**src/rtl/pcie_cq_bram_writer.sv**
```systemverilog
// pcie_cq_bram_writer: drains one buffered CQ write TLP from a standard-mode FIFO into a byte-enabled BRAM port.
// Out-of-window beats are dropped and counted; MEM_WR_ACK pulses once the last write has been issued.
module pcie_cq_bram_writer #(
    parameter int DATA_WIDTH = 64,
    parameter int KEEP_WIDTH = 8,
    parameter int ADDR_WIDTH = 32,
    parameter int FIFO_WIDTH = KEEP_WIDTH + ADDR_WIDTH + DATA_WIDTH,
    parameter int BRAM_AW    = 10
) (
    input  logic                  CLK,
    input  logic                  RST_N,
    input  logic                  MEM_WR_REQ,
    output logic                  MEM_WR_ACK,
    output logic                  FIFO_RD_EN,
    input  logic [FIFO_WIDTH-1:0] FIFO_RD_DATA,
    input  logic                  FIFO_RD_EMPTY,
    input  logic [8:0]            FIFO_RD_COUNT,
    output logic                  BRAM_EN,
    output logic [KEEP_WIDTH-1:0] BRAM_WE,
    output logic [BRAM_AW-1:0]    BRAM_ADDR,
    output logic [DATA_WIDTH-1:0] BRAM_DIN,
    output logic                  BUSY,
    output logic [15:0]           ERR_CNT,
    output logic [15:0]           BEAT_CNT
);
    typedef enum logic [1:0] {IDLE, DRAIN, ACK} state_t;
    state_t state, state_nxt;
    logic                  rd_vld;
    logic [15:0]           tlp_cnt;
    logic [KEEP_WIDTH-1:0] rd_keep;
    logic [ADDR_WIDTH-1:0] rd_addr;
    logic [DATA_WIDTH-1:0] rd_data;
    logic                  in_win;
    logic                  unused_ok;
    assign {rd_keep, rd_addr, rd_data} = FIFO_RD_DATA;
    assign in_win     = rd_addr[ADDR_WIDTH-1:BRAM_AW+3] == '0;
    assign FIFO_RD_EN = (state == DRAIN) & ~FIFO_RD_EMPTY;
    assign MEM_WR_ACK = state == ACK;
    assign BUSY       = state != IDLE;
    assign unused_ok  = ^{FIFO_RD_COUNT, rd_addr[2:0]};
    // DRAIN only ends once the pipeline behind the FIFO is empty too
    always_comb begin
        state_nxt = state;
        if (state == IDLE)
            state_nxt = MEM_WR_REQ ? DRAIN : IDLE;
        else if (state == DRAIN)
            state_nxt = (FIFO_RD_EMPTY & ~FIFO_RD_EN & ~rd_vld) ? ACK : DRAIN;
        else
            state_nxt = IDLE;
    end
    always_ff @(posedge CLK) begin
        if (!RST_N) begin
            state     <= IDLE;
            rd_vld    <= 1'b0;
            tlp_cnt   <= '0;
            BRAM_EN   <= 1'b0;
            BRAM_WE   <= '0;
            BRAM_ADDR <= '0;
            BRAM_DIN  <= '0;
            ERR_CNT   <= '0;
            BEAT_CNT  <= '0;
        end else begin
            state   <= state_nxt;
            rd_vld  <= FIFO_RD_EN;
            tlp_cnt <= (state == IDLE && MEM_WR_REQ) ? '0 : tlp_cnt + 16'(FIFO_RD_EN);
            BRAM_EN <= rd_vld & in_win & |rd_keep;
            BRAM_WE <= (rd_vld & in_win) ? rd_keep : '0;
            if (rd_vld) begin
                BRAM_ADDR <= rd_addr[BRAM_AW+2:3];
                BRAM_DIN  <= rd_data;
            end
            if (rd_vld & ~in_win & ~&ERR_CNT)
                ERR_CNT <= ERR_CNT + 16'd1;
            if (state == ACK)
                BEAT_CNT <= tlp_cnt;
        end
    end
endmodule

```
**config.mk**
```make
export PLATFORM = sky130hd
export DESIGN_NAME = pcie_cq_bram_writer
export DESIGN_NICKNAME = d
export VERILOG_FILES = /design/src/rtl/pcie_cq_bram_writer.sv
export SDC_FILE = /design/constraint.sdc
export NUM_CORES = 1
export LEC_CHECK = 0
export CELL_PAD_IN_SITES_DETAIL_PLACEMENT = 0
export CELL_PAD_IN_SITES_GLOBAL_PLACEMENT = 1
export CORE_MARGIN = 8
export CORE_UTILIZATION = 32
export CTS_CLUSTER_SIZE = 10
export DETAILED_ROUTE_END_ITERATION = 12
export PLACE_DENSITY_LB_ADDON = 0.12
export SLEW_MARGIN = 0
export SYNTH_ARGS = -nofsm -noshare
export SYNTH_HDL_FRONTEND = slang
export SYNTH_SLANG_ARGS = --single-unit
```
**constraint.sdc**
```tcl
create_clock -name CLK -period 3.3 [get_ports CLK]
set_clock_uncertainty 0.2 [all_clocks]
set_input_delay 0.495 -clock CLK [delete_from_list [all_inputs] [get_ports CLK]]
set_output_delay 0.495 -clock CLK [all_outputs]
set_load 0.1 [all_outputs]
```
==> results by group <==
Outcome
  – Status: finished, final reports clean

Timing
  – Post-layout min period: 2300 ps
  – RSZ-0062 raised after global routing: no
  – Slew headroom: a little over two fifths
  – Max-slew violation count: 0
  – Final setup TNS: 0 ps
  – Final hold vios: 0
  – Fmax: 0.434 GHz
  – Final Cycle Share: a little over two thirds
  – Final setup viols: 0
  – Worst-margin pin slew: approximately 840 ps

CTS
  – CTS tree: yes
  – Setup Fix Bufs, Post-CTS: 0
  – TritonCTS buffer count: 17
  – H-tree levels: 4
  – Clock Tree Root: clkbuf_16
  – Hold_buf cts: 0
  – Max clock buf depth: 2
  – Clk_lat worst skew: around 420 ps
  – Post-cts resize count: 0
  – Clock Sinks: ~130
  – CTS clk-pin slew, worst paths: 60 ps

Cells and area
  – Synth-to-layout area growth: 54.6%
  – Post-layout util: 50.1%
  – Antenna cells: 0
  – Fraction of layout cells with a size suffix above 1: 22.6%
  – Most frequent cells in the layout: 133 x dfxtp_1, 125 x buf_4, 104 x clkdlybuf4s50_1
  – Most common cell after layout, fill and taps aside: dfxtp_1
  – Final net count: between 800 and 900

Min path
  – Hold Path End: BEAT_CNT[5]$_SDFFE_PN0P_
  – HP Class: flip-flop to flip-flop
  – Hold Path Origin: BEAT_CNT[5]$_SDFFE_PN0P_
  – Hold Path Depth: 2

Floorplan
  – DIE WIDTH: ~140 microns
  – Core region area: around 0.016 sq mm
  – # IOs: 235
  – Die H: about 140 microns
  – Row count: 46
  – Starting Density: between 30% and 40%
  – Die area: just over 0.02 sq mm

Synthesis
  – Synth Area in XOR/XNOR: approximately 2.4%
  – Synth Area in Compound Gates: 5.80%
  – Area leader, netlist: dfxtp_1
  – Synth top area share: ~53%
  – Mapped Cells: roughly 520
  – Synth top area cells: dfxtp_1 53%, mux2i_1 15%, nor2_1 6.8%
  – Post-synth cell types: 46
  – Post-synthesis adder-cell area fraction: less than 1%
  – Register bit total from synthesis: about 130
  – Syn_nets: 644
  – Post-Syn Area: 0.00509 sq mm
  – Syn_area_per_cell: 9.74 sq um
  – Main combinational cell family by area after synthesis: simple AND/OR/NAND/NOR gates
  – Post-synthesis sequential area ratio: between 50% and 60%
  – Post-synthesis simple-gate area fraction: 20.3%
  – Ys Warns: 0
  – Mux contribution to synthesized area: 14.7%

Critical path
  – Reg-to-reg setup timing slack: 1040 ps
  – Worst setup startpoint: FIFO_RD_EMPTY
  – CP Launch Type: primary input
  – Reg-to-Reg Start: ERR_CNT[0]$_SDFFE_PN0P_
  – Setup CP Type: primary input to output pin
  – Setup crit end kind: output pin
  – Reg2Reg Depth: 6
  – WP data required: 2600 ps
  – Worst reg2reg path endpoint: ERR_CNT[5]$_SDFFE_PN0P_
  – Critical path peak fanout: 3
  – WP data arrival: 1610 ps

Placed design
  – Number of port buffers: roughly 220
  – Dpl hpwl: around 11000 microns
  – Routability cong.: between 0.7 and 0.8

GRT
  – Largest net degree at the start of global routing: 106
  – Vias in the first global route: about 4600
  – Initial antenna violation count: 0
  – Grt ovf: 0
  – GRT Overall Usage: about 15%
  – First-pass GRT wire length: approximately 24000 microns

Power and ir drop
  – VDD IR-drop max: 0.000337 V
  – Pwr Density: about 530 mW/mm^2
  – Leak: slightly above 0.003 uW

Run
  – Max_cap viols: 0

Routing
  – DR vias: ~4400
  – Post-DR wirelength/cell: ~16 microns
  – Routed WL: between 15000 and 20000 microns
  – Remaining antenna violation count: 0
  – Drt pass-1 iters: 4
  – DRC viols: 0
  – First DRT Iteration DRCs: 148
  – Vias/cell: approximately 4.6
[flip-flops by register name, summed over array words and instances, names as in the netlist]
signal,count
rd_vld,1
tlp_cnt,16
BRAM_ADDR,10
BRAM_DIN,64
ERR_CNT,16
BRAM_WE,8
BEAT_CNT,16
state,2
BRAM_EN,1
[final cells by class]
cell class,count,area [sq um]
sequential,134,2690
multi-input combinational,356,2260
clock inverter,14,196
timing repair buffer,230,2000
clock buffer,18,439
inverter,6,23.8
fill,1460,7840
tap,216,270
[how the worst max path moves through the flow]
| stage | depth (start not counted) | to |
|---|---|---|
| 5_1_grt | 6 | ERR_CNT[5]$_SDFFE_PN0P_ |
| 3_5_place_dp | 8 | tlp_cnt[10]$_SDFF_PP0_ |
| 6_report | 4 | FIFO_RD_EN |
| 4_1_cts | 4 | FIFO_RD_EN |
| 3_3_place_gp | 8 | tlp_cnt[10]$_SDFF_PP0_ |
| 2_1_floorplan | 6 | tlp_cnt[14]$_SDFF_PP0_ |
[report_power, final]
group | leakage [uW] | internal [uW] | switching, uW | total [uW]
Sequential | 0.00108 | 1640 | 21.3 | 1670
Clock | 0.000303 | 1290 | 735 | 2030
Combinational | 0.00166 | 182 | 290 | 472
[through the flow]
| step | cells | setup slack [ps] | hold WS (ps) | power, uW | instance area, sq um |
|---|---|---|---|---|---|
| after floorplan | 523 | 94.1 | 243 | 1980 | 5100 |
| after global placement | 942 | 709 | 245 | 2170 | 7240 |
| after detailed placement | 942 | 724 | 248 | 2180 | 7240 |
| after CTS | 974 | 975 | 256 | 4220 | 7870 |
| after global routing | 974 | 821 | 272 | 4310 | 7870 |
| final | 974 | 995 | 253 | 4160 | 7870 |
[cells by family (layout without fill, tap and decap cells)]
logic type,Yosys count,after routing
adders and majority gates,4,4
muxes,75,75
xor gates and xnor gates,14,14
DFF,134,134
AOI/OAI and AO/OA,50,50
and+or+nand+nor,213,213
buffers and inverters,33,268
[worst max-delay path, cell delays in order]
cell             delay, ps
clkdlybuf4s50_1        450
nor3b_2                210
buf_4                  160
buf_4                  280
[Yosys cell counts (all sizes together)]
| cell | n |
|---|---|
| clkinv | 1 |
| dfxtp | 134 |
| mux2i | 75 |
| nor2 | 92 |
| or3 | 5 |
| and4 | 5 |
| nor2b | 1 |
| o31a | 1 |
| nand4 | 8 |
| xnor2 | 6 |
| o211ai | 1 |
| nand2 | 48 |
| xor2 | 8 |
| buf | 15 |
| or4 | 8 |
| nor4 | 9 |
| o21a | 1 |
| clkbuf | 12 |
| o21ai | 7 |
| nor3 | 6 |
| o41ai | 1 |
| nor3b | 1 |
| or3b | 1 |
| or2 | 1 |
| inv | 5 |
| a21oi | 30 |
| a2111oi | 1 |
| and4b | 1 |
| nand3 | 12 |
| and2 | 9 |
| nand2b | 2 |
| and3 | 4 |
| ha | 4 |
| a21boi | 1 |
| o31ai | 7 |
[metal layers]
metal	wire length, microns	vias to the layer above	track usage (%)	share of wire, %
li1	-	2254	-	-
met2	7580	147	25.8	50
met1	6110	2028	16.3	40
met3	1300	16	6.98	8.5
met4	284	0	6.22	1.9
met5	0	-	0	0
(Power assumes the default switching activity.)
